File: config.mk
export PLATFORM = sky130hd
export DESIGN_NAME = mdio_master
export DESIGN_NICKNAME = d
export VERILOG_FILES = /design/src/rtl/mdio_pkg.sv /design/src/rtl/mdio_clk_gen.sv /design/src/rtl/mdio_master.sv
export SDC_FILE = /design/constraint.sdc
export NUM_CORES = 1
export LEC_CHECK = 0
export CAP_MARGIN = 10
export CORE_MARGIN = 3
export CORE_UTILIZATION = 59
export DETAILED_ROUTE_END_ITERATION = 10
export GPL_TIMING_DRIVEN = 0
export PLACE_DENSITY = 0.85
export SLEW_MARGIN = 20
export SYNTH_ARGS = -nofsm -noshare
export SYNTH_HDL_FRONTEND = slang
export SYNTH_SLANG_ARGS = --single-unit
File: constraint.sdc
create_clock -name i_sys_clk -period 5.9 [get_ports i_sys_clk]
set_clock_uncertainty 0.05 [all_clocks]
set_input_delay 1.18 -clock i_sys_clk [delete_from_list [all_inputs] [get_ports i_sys_clk]]
set_output_delay 1.18 -clock i_sys_clk [all_outputs]
set_load 0.02 [all_outputs]
File: src/rtl/mdio_pkg.sv
// Shared types and constants for the Clause 22 MDIO management master.
// Frame body after the preamble, MSB first:
//   ST(2) OP(2) PHYAD(5) REGAD(5) TA(2) DATA(16) = 32 bits.
package mdio_pkg;

  // Frame sequencer states.
  typedef enum logic [2:0] {
    S_IDLE,
    S_PRE,
    S_HDR,
    S_TA,
    S_DATA,
    S_IDLE_BIT,
    S_DONE
  } mdio_state_t;

  localparam logic [1:0] MDIO_ST    = 2'b01;
  localparam logic [1:0] MDIO_OP_WR = 2'b01;
  localparam logic [1:0] MDIO_OP_RD = 2'b10;
  localparam logic [1:0] MDIO_TA_WR = 2'b10;

  // Last-bit counter values for the fixed-length frame sections.
  localparam logic [5:0] HDR_LAST  = 6'd13;
  localparam logic [5:0] TA_LAST   = 6'd1;
  localparam logic [5:0] DATA_LAST = 6'd15;

  // One management request as seen on the request port.
  typedef struct packed {
    logic        write;
    logic [4:0]  phy;
    logic [4:0]  reg_addr;
    logic [15:0] wdata;
  } mdio_req_t;

  // Builds the 32-bit post-preamble frame. For reads, the turnaround and
  // data positions hold ones: the pin is released there, and keeping
  // mdio_o high matches the idle level of the line.
  function automatic logic [31:0] build_frame(input mdio_req_t r);
    logic [1:0]  op;
    logic [1:0]  ta;
    logic [15:0] data;
    op   = r.write ? MDIO_OP_WR : MDIO_OP_RD;
    ta   = r.write ? MDIO_TA_WR : 2'b11;
    data = r.write ? r.wdata : 16'hFFFF;
    return {MDIO_ST, op, r.phy, r.reg_addr, ta, data};
  endfunction

endpackage

File: src/rtl/mdio_clk_gen.sv
// MDC generator: a down-counter from CLK_DIV-1 whose terminal count toggles
// mdc. o_rise / o_fall are combinational and high during the cycle whose
// closing clock edge produces the mdc edge, so a consumer's registers update
// on the very edge mdc changes. mdc is held low and the counter at its
// reload value while i_run is low.
module mdio_clk_gen
  import mdio_pkg::*;
#(
  parameter int CLK_DIV = 25
) (
  input  logic i_sys_clk,
  input  logic i_reset,
  input  logic i_run,
  output logic mdc,
  output logic o_rise,
  output logic o_fall
);

  localparam int CW = (CLK_DIV > 2) ? $clog2(CLK_DIV) : 1;
  localparam logic [CW-1:0] RELOAD = CW'(CLK_DIV - 1);

  logic [CW-1:0] cnt_reg;
  logic          mdc_reg;
  logic          tc;

  assign tc     = i_run && (cnt_reg == '0);
  assign o_rise = tc && !mdc_reg;
  assign o_fall = tc && mdc_reg;
  assign mdc    = mdc_reg;

  // Divider: reload and hold while stopped, toggle mdc on terminal count.
  always_ff @(posedge i_sys_clk) begin
    if (i_reset || !i_run) begin
      cnt_reg <= RELOAD;
      mdc_reg <= 1'b0;
    end else if (tc) begin
      cnt_reg <= RELOAD;
      mdc_reg <= ~mdc_reg;
    end else begin
      cnt_reg <= cnt_reg - CW'(1);
    end
  end

endmodule

File: src/rtl/mdio_master.sv
// Clause 22 MDIO management master. Runs one read or write frame per
// accepted request and reports completion with a single-cycle pulse.
// The top level owns the tristate: mdio = mdio_oe ? mdio_o : 1'bz.
// Optional feature macro: MDIO_PREAMBLE_SUPPRESS_EN adds i_req_no_pre,
// which skips the preamble for that request.
module mdio_master
  import mdio_pkg::*;
#(
  parameter int CLK_DIV = 25,
  parameter int PRE_LEN = 32
) (
  input  logic        i_sys_clk,
  input  logic        i_reset,
  input  logic        i_req_valid,
  output logic        o_req_ready,
  input  logic        i_req_write,
  input  logic [4:0]  i_req_phy,
  input  logic [4:0]  i_req_reg,
  input  logic [15:0] i_req_wdata,
`ifdef MDIO_PREAMBLE_SUPPRESS_EN
  input  logic        i_req_no_pre,
`endif
  output logic        o_rsp_valid,
  output logic [15:0] o_rsp_rdata,
  output logic        o_rsp_err,
  output logic        o_busy,
  output logic        mdc,
  output logic        mdio_o,
  output logic        mdio_oe,
  input  logic        mdio_i
);

  localparam logic [5:0] PRE_LAST = 6'(PRE_LEN - 1);

  mdio_state_t state_reg;
  logic [5:0]  bit_cnt_reg;
  logic [31:0] sh_reg;
  logic        write_reg;
  logic        mdio_o_reg;
  logic        mdio_oe_reg;
  logic        rsp_valid_reg;
  logic [15:0] rdata_reg;
  logic        err_reg;
  logic [15:0] rd_sh_reg;
  logic        ta_err_reg;

  logic        run;
  logic        rise;
  logic        fall;
  logic        skip_pre;
  mdio_req_t   req_in;

  assign req_in = '{write: i_req_write, phy: i_req_phy,
                    reg_addr: i_req_reg, wdata: i_req_wdata};

`ifdef MDIO_PREAMBLE_SUPPRESS_EN
  assign skip_pre = (PRE_LEN == 0) || i_req_no_pre;
`else
  assign skip_pre = (PRE_LEN == 0);
`endif

  // The divider runs for the whole frame and is parked in IDLE.
  assign run = (state_reg != S_IDLE);

  mdio_clk_gen #(
    .CLK_DIV (CLK_DIV)
  ) u_clk_gen (
    .i_sys_clk (i_sys_clk),
    .i_reset   (i_reset),
    .i_run     (run),
    .mdc       (mdc),
    .o_rise    (rise),
    .o_fall    (fall)
  );

  assign o_req_ready = (state_reg == S_IDLE);
  assign o_busy      = (state_reg != S_IDLE);
  assign o_rsp_valid = rsp_valid_reg;
  assign o_rsp_rdata = rdata_reg;
  assign o_rsp_err   = err_reg;
  assign mdio_o      = mdio_o_reg;
  assign mdio_oe     = mdio_oe_reg;

  // Frame sequencer: new bits are presented on the edge mdc falls (or the
  // edge after accept for bit 0); read bits are sampled on the edge mdc rises.
  always_ff @(posedge i_sys_clk) begin
    if (i_reset) begin
      state_reg     <= S_IDLE;
      bit_cnt_reg   <= '0;
      sh_reg        <= '0;
      write_reg     <= 1'b0;
      mdio_o_reg    <= 1'b1;
      mdio_oe_reg   <= 1'b0;
      rsp_valid_reg <= 1'b0;
      rdata_reg     <= '0;
      err_reg       <= 1'b0;
      rd_sh_reg     <= '0;
      ta_err_reg    <= 1'b0;
    end else begin
      rsp_valid_reg <= 1'b0;
      case (state_reg)
        S_IDLE: begin
          mdio_o_reg  <= 1'b1;
          mdio_oe_reg <= 1'b0;
          if (i_req_valid) begin
            write_reg   <= i_req_write;
            sh_reg      <= build_frame(req_in);
            rd_sh_reg   <= '0;
            ta_err_reg  <= 1'b0;
            mdio_oe_reg <= 1'b1;
            if (skip_pre) begin
              state_reg   <= S_HDR;
              bit_cnt_reg <= HDR_LAST;
              mdio_o_reg  <= MDIO_ST[1];
            end else begin
              state_reg   <= S_PRE;
              bit_cnt_reg <= PRE_LAST;
              mdio_o_reg  <= 1'b1;
            end
          end
        end

        S_PRE: begin
          if (fall) begin
            if (bit_cnt_reg == '0) begin
              state_reg   <= S_HDR;
              bit_cnt_reg <= HDR_LAST;
              mdio_o_reg  <= sh_reg[31];
            end else begin
              bit_cnt_reg <= bit_cnt_reg - 6'd1;
            end
          end
        end

        S_HDR: begin
          if (fall) begin
            sh_reg     <= {sh_reg[30:0], 1'b1};
            mdio_o_reg <= sh_reg[30];
            if (bit_cnt_reg == '0) begin
              // Reads release the pin for both turnaround bits.
              state_reg   <= S_TA;
              bit_cnt_reg <= TA_LAST;
              mdio_oe_reg <= write_reg;
            end else begin
              bit_cnt_reg <= bit_cnt_reg - 6'd1;
            end
          end
        end

        S_TA: begin
          // A present PHY pulls the second turnaround bit low.
          if (rise && (bit_cnt_reg == '0) && !write_reg) begin
            ta_err_reg <= mdio_i;
          end
          if (fall) begin
            sh_reg     <= {sh_reg[30:0], 1'b1};
            mdio_o_reg <= sh_reg[30];
            if (bit_cnt_reg == '0) begin
              state_reg   <= S_DATA;
              bit_cnt_reg <= DATA_LAST;
            end else begin
              bit_cnt_reg <= bit_cnt_reg - 6'd1;
            end
          end
        end

        S_DATA: begin
          if (rise && !write_reg) begin
            rd_sh_reg <= {rd_sh_reg[14:0], mdio_i};
          end
          if (fall) begin
            if (bit_cnt_reg == '0) begin
              state_reg   <= S_IDLE_BIT;
              bit_cnt_reg <= '0;
              mdio_oe_reg <= 1'b0;
              mdio_o_reg  <= 1'b1;
            end else begin
              sh_reg      <= {sh_reg[30:0], 1'b1};
              mdio_o_reg  <= sh_reg[30];
              bit_cnt_reg <= bit_cnt_reg - 6'd1;
            end
          end
        end

        S_IDLE_BIT: begin
          if (fall) begin
            state_reg     <= S_DONE;
            rsp_valid_reg <= 1'b1;
            rdata_reg     <= write_reg ? 16'h0000 : rd_sh_reg;
            err_reg       <= write_reg ? 1'b0 : ta_err_reg;
          end
        end

        S_DONE: begin
          state_reg <= S_IDLE;
        end

        default: begin
          state_reg <= S_IDLE;
        end
      endcase
    end
  end

endmodule

* Word-level counts from Yosys, hierarchy flattened
Index checks and enable logic that the tools add are counted.
** Word-level totals
- Register bits after elaboration :: 85
- Output and inout port bits :: 23
- Logic and storage cells :: 118
** Cells by class
- Add/sub/neg operators :: 2
- Eq/ne operators :: 19
- Mux-type cells :: 50
- Bitwise logic cells :: 2
- Reduce and logical (&&, ||, !) cells :: 32
** Operators with widths (number)
- $mux W32 :: 4
- $pmux W32 S3 :: 1
- $mux W16 :: 4
- $mux W6 :: 9
- $pmux W16 S2 :: 1
- $mux W3 :: 10
- $pmux W6 S5 :: 1
- $ne A2 B2 Y1 const B :: 13
- $pmux W3 S6 :: 1
- $mux W1 :: 15
- $reduce_and A5 Y1 :: 3
- $reduce_and A10 Y1 :: 1
- $reduce_bool A3 Y1 :: 3
- $eq A3 B2 Y1 const B :: 2
- $eq A3 B3 Y1 const B :: 2
- $logic_and A1 B1 Y1 :: 6
- $logic_not A6 Y1 :: 1
- $reduce_and A3 Y1 :: 2
- $reduce_and A6 Y1 :: 1
- $reduce_or A2 Y1 :: 3
- $sub A6 B1 Y6 const B :: 1
- $logic_not A5 Y1 :: 1
- $reduce_bool A5 Y1 :: 1
- $sub A5 B1 Y5 const B :: 1
- 13 further kinds :: 18

* Depth between registers and ports, before layout
- Depth after elaboration :: 7
- Gate-level depth with buffers :: 9
- Gate-level depth less buffers :: 6

* Modules after synthesis
From an unflattened synthesis, not the netlist that was laid out.
** Second synthesis, totals
- Cell total of the unflattened synthesis :: 452
- Area, all modules :: 4057.6 um^2
** By module, submodules not included
- mdio_master :: instances 1, cells each 423, area each 3779.9 um^2, seq. area each 1581.5 um^2
- mdio_clk_gen :: instances 1, cells each 29, area each 277.8 um^2, seq. area each 120.1 um^2

* Worst setup path after synthesis
No wires, ideal clock.
- Path type :: register to output
- From :: reg state_reg[0]
- To :: out o_busy
- Arrival :: 1.500 ns
- Data required time :: 4.670 ns
- Path slack :: 3.170 ns
- Stages on the path, launching flop included :: 5
- Buffers on the path :: 1
- Cells stage by stage :: dfxtp_1 clkbuf_1 or2_2 nor2_1 inv_1
** Between the ends
- Cells in the longest elaborated chain, start to end :: 1
** RTL lines
- start, declared :: RTL line mdio_master.sv:35 : mdio_state_t state_reg;
- start signal, assigned :: RTL line mdio_master.sv:88 : state_reg <= S_IDLE;
- start signal, assigned :: RTL line mdio_master.sv:112 : state_reg <= S_HDR;
- start signal, assigned :: RTL line mdio_master.sv:116 : state_reg <= S_PRE;
- $reduce_bool A3 Y1 :: RTL line mdio_master.sv:77 : assign o_busy = (state_reg != S_IDLE);
- end, declared :: RTL line mdio_master.sv:26 : output logic o_busy,
No other way between the ends.

* Final worst setup path
Same ends and word-level chain as after synthesis.

==> flow_metrics.tcl <==
set metrics [dict create \
    die_w_um 89.5 \
    postSynthNetCount 507 \
    rows 29 \
    critPathSlowestCell "clkdlybuf4s50_1" \
    cts_root_buf "clkbuf_8" \
    fill_cells 508 \
    cp.required_ps 4670 \
    vias 3904 \
    yosys_warnings 0 \
    postRouteAntennaNets 0 \
    critPathMaxFanout 9 \
    drive_gt1_frac 0.0685 \
    crit_type "reg -> out" \
    cts_buffers 9 \
    dieArea_mm2 0.00801 \
    reg2reg_slack_ps 3230 \
    cts-resized-gates 0 \
    viasPerCell 6.17 \
    slew_violations 0 \
    power_mw 1.20 \
    dieHeight_um 89.5 \
    placed_area_mm2 0.00475 \
    worstMarginPinSlew_ps 938 \
    cts_tree "yes" \
    rsz0062_at_grt "false" \
    antenna_found_initial 0 \
    clock_latency_ps 350 \
    cap_viol_max_count 0 \
    placement.io_buffers 52 \
    ir_drop_v 0.000128 \
    finalCritPeriodShare 0.618 \
    overflow 0 \
    finalInstanceArea_mm2 0.00496 \
    firstDrtPassIters 8 \
    cts_setup_buffers 0 \
    synth-edff-count 0 \
    clk_path_buf_depth 2 \
    drtIter0Drc 357 \
    drc_errors 0 \
    initial_core_util 0.626 \
    ioPinCount 54 \
    gp_congestion 0.945 \
    p_leak_nw 1.89 \
    syn_area_mm2 0.00411 \
    antenna_cells 0 \
    wl_per_cell_um 15.6 \
    syn_inst 472 \
    avgSynthCellArea_um2 8.72 \
    min_period_ps 3650 \
    core_mm2 0.00657 \
    path_clk_slew_ps 90 \
    fmax_mhz 274 \
    area_growth_pct 20.5 \
    clock-sinks 85 \
    multi_input_area_mm2 0.00213 \
    tns_ps 0 \
    slew_headroom 0.371 \
    wirelength_mm 9.89 \
    nets 570 \
    async_reset_ff_frac 0 \
    status "finished, final reports clean" \
    crit_arrival_ps 2420 \
    grt_pass1_vias 3641 \
    ys.flop_type "dfxtp_1" \
    ys_seq_elements 85 \
    seq_area_frac_synth 0.414 \
    powerDensity_mw_per_mm2 242 \
    endpoint_kind "primary output" \
    path_cells "clkbuf_1 -> or2_2 -> nor2_1 -> inv_1 -> clkdlybuf4s50_1" \
    setup_viol 0 \
    hold_buffers 0 \
    hold_violations 0 \
    grt_pass1_wl_mm 16.6 \
    largest_reg_flops 32 \
    dp_hpwl_mm 7.12 \
    critPathLaunchType "flop" \
    seq_area_mm2 0.00170 \
    hold_class "reg -> reg" \
    grt_usage 0.260 \
    cpPeakStageDelay_ps 600 \
    htreeDepth 3 \
    ys_types 53 \
    grt_max_degree 16 \
]
-- Yosys cell counts, types with 6 or more instances --
| cell | count | share of area |
|---|---|---|
| dfxtp_1 | 85 | 0.41 |
| nand2_1 | 68 | 0.062 |
| mux2i_1 | 33 | 0.080 |
| clkbuf_1 | 28 | 0.026 |
| a21oi_1 | 27 | 0.033 |
| inv_1 | 26 | 0.024 |
| nor2_1 | 21 | 0.019 |
| o21ai_0 | 20 | 0.024 |
| a22o_1 | 17 | 0.036 |
| a311o_1 | 16 | 0.039 |
| a311oi_1 | 15 | 0.032 |
| a2111oi_0 | 12 | 0.026 |
| nor3_1 | 10 | 0.012 |
| nand3_1 | 8 | 0.0097 |
| nand2b_1 | 7 | 0.011 |
| a211oi_1 | 6 | 0.011 |
| buf_2 | 6 | 0.0073 |
-- layer usage --
layer | track usage | share of wire | up-vias
met1 | 0.340 | 0.43 | 1837
met4 | 0.119 | 0.027 | 0
li1 | - | - | 1855
met2 | 0.415 | 0.47 | 176
met5 | 0 | 0 | -
met3 | 0.0479 | 0.069 | 36
-- power breakdown --
group / total [mW] / internal (mW) / switching (mW) / leakage [nW]
Sequential: 0.615 / 0.598 / 0.0163 / 0.695
Clock: 0.428 / 0.210 / 0.218 / 0.103
Combinational: 0.157 / 0.0711 / 0.0864 / 1.09
Total: 1.20 / 0.880 / 0.321 / 1.89
-- worst paths after layout --
check / start / end / cells after the start
max: state_reg[0]$_SDFFE_PP0P_ / o_busy / 5
min: u_clk_gen.cnt_reg[0]$_SDFF_PP0_ / u_clk_gen.cnt_reg[0]$_SDFF_PP0_ / 1
max reg2reg: state_reg[2]$_SDFFE_PP0P_ / sh_reg[14]$_SDFFE_PP0P_ / 6
min reg2reg: u_clk_gen.cnt_reg[0]$_SDFF_PP0_ / u_clk_gen.cnt_reg[0]$_SDFF_PP0_ / 1
-- cell families (layout without fill, tap and decap cells) --
group	after synthesis	after routing	share of synthesized area
DFF	85	85	0.414
xor gates and xnor gates	6	6	0.0128
adders and majority gates	4	4	0.0122
buffers and inverters	67	135	0.0684
AOI/OAI and AO/OA	136	136	0.246
and+or+nand+nor	140	140	0.164
muxes	34	34	0.0830
-- stage by stage --
step           setup slack (ps)  utilization  std cells  hold slack (ps)
2_1_floorplan              3170            -        472              364
3_3_place_gp               2390        0.723        617              384
3_5_place_dp               2380        0.723        617              388
4_1_cts                    2290        0.755        633              408
5_1_grt                    2120        0.755        633              428
6_report                   2250        0.755        633              401
-- cell type report --
| type | count | share of cell area |
|---|---|---|
| clock buffer | 10 | 0.0278 |
| multi-input combinational | 320 | 0.430 |
| tap | 93 | 0.0235 |
| clock inverter | 6 | 0.0139 |
| inverter | 26 | 0.0197 |
| buffer | 41 | 0.0371 |
| timing repair buffer | 52 | 0.105 |
| sequential | 85 | 0.343 |
-- worst max-delay path, delay by kind of cell, from the launching register on --
kind	cells	cell delay [ps]
buffers and inverters	3	1000
DFF	1	310
and+or+nand+nor	2	760
-- layout by cell type, fill, tap and decap left out, types with 10 or more instances in the layout --
cell | synthesis | final
clkdlybuf4s50_1 | 0 | 52
nor3_1 | 10 | 10
a22o_1 | 17 | 17
clkbuf_8 | 0 | 10
o21ai_0 | 20 | 20
a311o_1 | 16 | 16
nand2_1 | 68 | 68
a311oi_1 | 15 | 15
a21oi_1 | 27 | 27
a2111oi_0 | 12 | 12
inv_1 | 26 | 26
dfxtp_1 | 85 | 85
nor2_1 | 21 | 21
mux2i_1 | 33 | 33
clkbuf_1 | 28 | 28
Power figures use the tool's default switching activity.
